$ cat src/rtl/env_vca_if.sv
// Sample/envelope handshake bundle for env_vca: strobed input sample with gain
// target in, strobed gain-scaled sample with clip flag and voice-busy status out.
interface env_vca_if #(
    parameter int BITSIZE = 16
);
    logic                       in_valid;
    logic signed [BITSIZE-1:0]  in_sample;
    logic        [15:0]         envelope;
    logic                       out_valid;
    logic signed [BITSIZE-1:0]  out_sample;
    logic                       clip;
    logic                       active;

    modport master (
        output in_valid, in_sample, envelope,
        input  out_valid, out_sample, clip, active
    );

    modport slave (
        input  in_valid, in_sample, envelope,
        output out_valid, out_sample, clip, active
    );
endinterface

$ cat src/rtl/env_vca.sv
// Envelope-driven VCA: slew-limited Q1.14 gain applied to each accepted sample
// through a 3-stage pipeline (capture, multiply, round/saturate).
module env_vca #(
    parameter int BITSIZE   = 16,
    parameter int SLEW_STEP = 64
) (
    input  logic     clk,
    input  logic     reset,
    env_vca_if.slave bus
);
    localparam int PW = BITSIZE + 16;
    localparam logic        [16:0]   STEP = 17'(SLEW_STEP);
    localparam logic signed [PW-1:0] HALF = PW'(8192);
    localparam logic signed [PW-1:0] SMAX = {{17{1'b0}}, {(BITSIZE-1){1'b1}}};
    localparam logic signed [PW-1:0] SMIN = {{17{1'b1}}, {(BITSIZE-1){1'b0}}};

    logic        [14:0]         g_q, g_d;
    logic                       s1_valid_q, s1_valid_d;
    logic signed [BITSIZE-1:0]  s1_sample_q, s1_sample_d;
    logic        [14:0]         s1_g_q, s1_g_d;
    logic                       s2_valid_q, s2_valid_d;
    logic signed [PW-1:0]       s2_prod_q, s2_prod_d;
    logic                       out_valid_q, out_valid_d;
    logic signed [BITSIZE-1:0]  out_sample_q, out_sample_d;
    logic                       clip_q, clip_d;

    logic        [16:0]         g_w, t_w;
    logic signed [15:0]         gain_s;
    logic signed [PW-1:0]       rnd, shifted;
    logic                       unused_env_msb;

    assign unused_env_msb = bus.envelope[15];

    // 17-bit compare/add keeps g+STEP and t+STEP from wrapping past 0x7FFF
    always_comb begin
        g_w = {2'b00, g_q};
        t_w = {2'b00, bus.envelope[14:0]};
        g_d = g_q;
        if (bus.in_valid) begin
            if (SLEW_STEP == 0)          g_d = bus.envelope[14:0];
            else if (t_w > g_w + STEP)   g_d = 15'(g_w + STEP);
            else if (t_w + STEP < g_w)   g_d = 15'(g_w - STEP);
            else                         g_d = bus.envelope[14:0];
        end
    end

    // Stage 1 captures the freshly updated gain, not the previous one
    always_comb begin
        s1_valid_d  = bus.in_valid;
        s1_sample_d = bus.in_valid ? bus.in_sample : s1_sample_q;
        s1_g_d      = bus.in_valid ? g_d : s1_g_q;
    end

    always_comb begin
        gain_s     = signed'({1'b0, s1_g_q});
        s2_valid_d = s1_valid_q;
        s2_prod_d  = s1_valid_q ? PW'(s1_sample_q) * PW'(gain_s) : s2_prod_q;
    end

    always_comb begin
        rnd          = s2_prod_q + HALF;
        shifted      = rnd >>> 14;
        out_valid_d  = s2_valid_q;
        out_sample_d = out_sample_q;
        clip_d       = 1'b0;
        if (s2_valid_q) begin
            if (shifted > SMAX) begin
                out_sample_d = SMAX[BITSIZE-1:0];
                clip_d       = 1'b1;
            end else if (shifted < SMIN) begin
                out_sample_d = SMIN[BITSIZE-1:0];
                clip_d       = 1'b1;
            end else begin
                out_sample_d = shifted[BITSIZE-1:0];
            end
        end
    end

    always_ff @(posedge clk) begin
        if (reset) begin
            g_q          <= '0;
            s1_valid_q   <= 1'b0;
            s1_sample_q  <= '0;
            s1_g_q       <= '0;
            s2_valid_q   <= 1'b0;
            s2_prod_q    <= '0;
            out_valid_q  <= 1'b0;
            out_sample_q <= '0;
            clip_q       <= 1'b0;
        end else begin
            g_q          <= g_d;
            s1_valid_q   <= s1_valid_d;
            s1_sample_q  <= s1_sample_d;
            s1_g_q       <= s1_g_d;
            s2_valid_q   <= s2_valid_d;
            s2_prod_q    <= s2_prod_d;
            out_valid_q  <= out_valid_d;
            out_sample_q <= out_sample_d;
            clip_q       <= clip_d;
        end
    end

    assign bus.out_valid  = out_valid_q;
    assign bus.out_sample = out_sample_q;
    assign bus.clip       = clip_q;
    assign bus.active     = (g_q != '0) | s1_valid_q | s2_valid_q | out_valid_q;
endmodule
$ cat src/flat_wrapper.sv
// flat-port wrapper written by rule: the top's interface ports become plain ports
module env_vca_flat 
#(
    parameter int BITSIZE   = 16,
    parameter int SLEW_STEP = 64
)
  (clk, reset, bus_in_valid, bus_in_sample, bus_envelope, bus_out_valid, bus_out_sample, bus_clip, bus_active);
  env_vca_if #(.BITSIZE(BITSIZE)) bus_i ();
  input  logic clk;
  input  logic reset;
  input wire logic [$bits(bus_i.in_valid)-1:0] bus_in_valid;
  input wire logic [$bits(bus_i.in_sample)-1:0] bus_in_sample;
  input wire logic [$bits(bus_i.envelope)-1:0] bus_envelope;
  output wire logic [$bits(bus_i.out_valid)-1:0] bus_out_valid;
  output wire logic [$bits(bus_i.out_sample)-1:0] bus_out_sample;
  output wire logic [$bits(bus_i.clip)-1:0] bus_clip;
  output wire logic [$bits(bus_i.active)-1:0] bus_active;
  assign bus_i.in_valid = bus_in_valid;
  assign bus_i.in_sample = bus_in_sample;
  assign bus_i.envelope = bus_envelope;
  assign bus_out_valid = bus_i.out_valid;
  assign bus_out_sample = bus_i.out_sample;
  assign bus_clip = bus_i.clip;
  assign bus_active = bus_i.active;
  env_vca #(.BITSIZE(BITSIZE), .SLEW_STEP(SLEW_STEP)) u_core (.clk(clk), .reset(reset), .bus(bus_i));
endmodule
$ cat config.mk
export PLATFORM = sky130hd
export DESIGN_NAME = env_vca_flat
export DESIGN_NICKNAME = d
export VERILOG_FILES = /design/src/rtl/env_vca_if.sv /design/src/rtl/env_vca.sv /design/src/flat_wrapper.sv
export SDC_FILE = /design/constraint.sdc
export NUM_CORES = 1
export LEC_CHECK = 0
export ABC_CLOCK_PERIOD_IN_PS = 8740
export CELL_PAD_IN_SITES_DETAIL_PLACEMENT = 1
export CELL_PAD_IN_SITES_GLOBAL_PLACEMENT = 1
export CORE_ASPECT_RATIO = 0.6
export CORE_MARGIN = 8
export CORE_UTILIZATION = 33
export DETAILED_ROUTE_END_ITERATION = 16
export PLACE_DENSITY_LB_ADDON = 0.1
export SLEW_MARGIN = 20
export SYNTH_ARGS = -nofsm -noshare
export SYNTH_HDL_FRONTEND = slang
export SYNTH_SLANG_ARGS = --single-unit
$ cat constraint.sdc
create_clock -name clk -period 8.74 [get_ports clk]
set_clock_uncertainty 0.05 [all_clocks]
set_input_delay 1.748 -clock clk [delete_from_list [all_inputs] [get_ports clk]]
set_output_delay 1.748 -clock clk [all_outputs]
set_load 0.1 [all_outputs]
==> results.yml <==
status:
  status: "finished, final reports clean"
timing:
  setup_violations: 0
  period_needed_ns: 7.40
  worst_pin_slew_ns: 1.00
  slew_headroom_pct: 33.1
  fmax_ghz: 0.135
  tns_ns: 0
  holdWs_ns: 0.407
  period_share_pct: 84.7
  hold_viol: 0
  finalMaxSlewViolations: 0
  rsz0062_at_grt: "false"
yosys:
  syn-cell-area_um2: 13800
  yosys_warnings: 0
  yosysMostFrequentCell: "inv_1"
  yosys-top-cells-area: "fa_1 36%, dfxtp_1 12%, ha_1 9.8%"
  synth-main-ff-cell: "dfxtp_1"
  synth_common_cells: "314 x inv_1, 245 x fa_1, 149 x nand2_1"
  synth_compound_area_share_pct: 10.3
  ys_ff_latch: 85
  synth-xor-area-share_pct: 2.93
  avgSynthCellArea_um2: 8.98
  synth.distinct_cells: 66
  muxShareOfSynthArea_pct: 1.64
  synth_top_family_by_area: "adder cells"
  async_flop_share_pct: 0
  synthAdderAreaFrac_pct: 45.5
  syn-num-nets: 1920
  synthCells: 1532
  synth_top_area_share_pct: 35.6
  yosysSeqAreaShare_pct: 12.4
  synth_edf_count: 0
  yosys.area_share.simple_pct: 16.9
  synth_top_area_cell: "fa_1"
hold_path:
  hp-class: "flip-flop to flip-flop"
cts:
  ctsHoldBuffers: 0
  cts_num_sinks: 85
  clockBufferDepth: 2
  cts-root-buf: "clkbuf_16"
  cts.htree.levels: 3
  insertion_delay_ns: 0.37
  cts_buffers: 9
  clkSlewWorstSetupHoldPaths_ns: 0.07
  cts_resized: 0
  cts_tree: "yes"
  cts_setup_buffers: 0
critical_path:
  cp_max_fo: 17
  cp_cell_sequence: "nand2_1 > inv_1 > fa_1 > inv_1 > fa_1 > inv_1 > fa_1 > fa_1 > fa_1 > inv_1 > fa_1 > inv_1 > ha_1 > a21o_1 > a221o_1 > a21o_1 > a21oi_1 > inv_1 > o21ai_0 > a31oi_1 > o31a_1"
  crit_path_max_incr_delay_ns: 0.92
  slowest_stage: "dfxtp_1"
  critPathLaunchType: "flip-flop"
  arrival_ns: 7.60
  crit_required_ns: 8.94
  critPathKind: "flip-flop to flip-flop"
  end_kind: "flip-flop"
place:
  gp_congestion: 0.818
  port_buffers: 52
  dp_hpwl_mm: 32.9
floorplanning:
  fp.coreArea_um2: 41500
  io_pins: 54
  start_util_pct: 33.2
  die_w_um: 280
  die_h_um: 174
  die_area_um2: 48700
  fp-row-count: 58
grt:
  grt_pass1_vias: 11500
  grt_util_all_layers_pct: 17.0
  grt-ovfl-total: 0
  grt_max_degree: 59
  grt_antenna_before_repair: 0
  grt_pass1_wl_mm: 65.5
route:
  drtAntennaViolNets: 0
  wirelength_mm: 39.6
  wl_per_cell_um: 18.6
  drcViolationCount: 0
  via_per_inst: 4.84
  drt_iter0_drc: 534
  num_vias: 10300
  first_pass_iters: 5
power:
  power_density_nw_per_um2: 122
  irDropWorstVdd_mv: 0.0866
  cellLeakagePower_nw: 7.37
finish:
  drive_gt1_share_pct: 3.79
  multi_input_area_um2: 10600
  syn_to_final_growth_pct: 10.4
  fin_nets: 1941
  fill_cells: 4860
  regArea_um2: 1700
  diodes: 0
run:
  drv_cap: 0
-- placed cells by master (no fill, tap or decap), types with 12 or more instances in the layout --
| cell | instances |
|---|---|
| nor3_1 | 28 |
| ha_1 | 108 |
| a21o_1 | 12 |
| clkdlybuf4s50_1 | 50 |
| o21ai_0 | 20 |
| nand3_1 | 37 |
| inv_1 | 314 |
| buf_4 | 22 |
| nand2_1 | 149 |
| xor2_1 | 13 |
| o211a_1 | 18 |
| and2_1 | 130 |
| mux2i_1 | 18 |
| a21oi_1 | 48 |
| o21a_1 | 13 |
| fa_1 | 245 |
| xnor2_1 | 33 |
| nor2_1 | 55 |
| dfxtp_1 | 85 |
| and3_1 | 16 |
-- cell type report --
class | count | area share (%)
clock buffer | 10 | 1.51
clock inverter | 6 | 0.461
inverter | 315 | 7.78
multi-input combinational | 1068 | 69.9
sequential | 85 | 11.2
tap | 570 | 4.69
timing repair buffer | 74 | 4.45
-- critical path: cells and delay by family (launching register included) --
family | cells | cell delay [ns]
buf+inv | 6 | 0.98
flops | 1 | 0.92
compound gates | 7 | 1.66
simple gates | 1 | 0.23
fa+ha+maj | 7 | 3.43
-- cells by family (layout without fill, tap and decap cells) --
group           Yosys count  in the layout
simple gates            459            459
mux                      22             22
buf+inv                 379            405
xor+xnor                 46             46
compound gates          188            188
flops                    85             85
fa+ha+maj               353            353
-- flip-flops by register name, summed over array words and instances (netlist names) --
signal,flops
u_core.bus.out_valid,1
u_core.s2_prod_q,19
u_core.s1_sample_q,16
u_core.bus.out_sample,16
u_core.out_valid_d,1
u_core.s1_g_q,15
u_core.bus.clip,1
u_core.g_q,15
u_core.s1_valid_q,1
-- worst paths after layout --
path                                       start                   end  slack (ns)  depth (start not counted)
worst min-delay path               u_core.g_q[3]         u_core.g_q[3]        0.41                          2
worst min register to register     u_core.g_q[3]         u_core.g_q[3]        0.41                          2
worst max register to register  u_core.s1_g_q[2]  u_core.s2_prod_q[31]        1.34                         21
worst max-delay path            u_core.s1_g_q[2]  u_core.s2_prod_q[31]        1.34                         21
-- routing by layer --
metal	vias to the layer above	GRT usage, %	part of all wire [%]
met1	5305	26.5	55
met3	21	2.32	2.8
met2	113	25.1	41
li1	4862	-	-
met4	0	2.33	0.72
met5	-	0	0
-- power breakdown --
part	internal [mW]	leakage [nW]	total (mW)	switching (mW)
clock	0.224	0.136	0.416	0.192
combinational	0.367	6.53	0.916	0.549
sequential	0.424	0.698	0.518	0.0932
total	1.02	7.37	1.85	0.834
-- stage by stage --
step	utilization [%]	power (mW)	cells	setup slack (ns)	area (um^2)
2_1_floorplan	-	1.18	1532	2.33	13800
3_3_place_gp	35.9	1.44	2112	1.51	14900
3_5_place_dp	35.9	1.46	2112	1.34	14900
4_1_cts	36.6	1.89	2128	1.30	15200
5_1_grt	36.6	2.03	2128	0.926	15200
6_report	36.6	1.85	2128	1.34	15200
(Power assumes the default switching activity.)
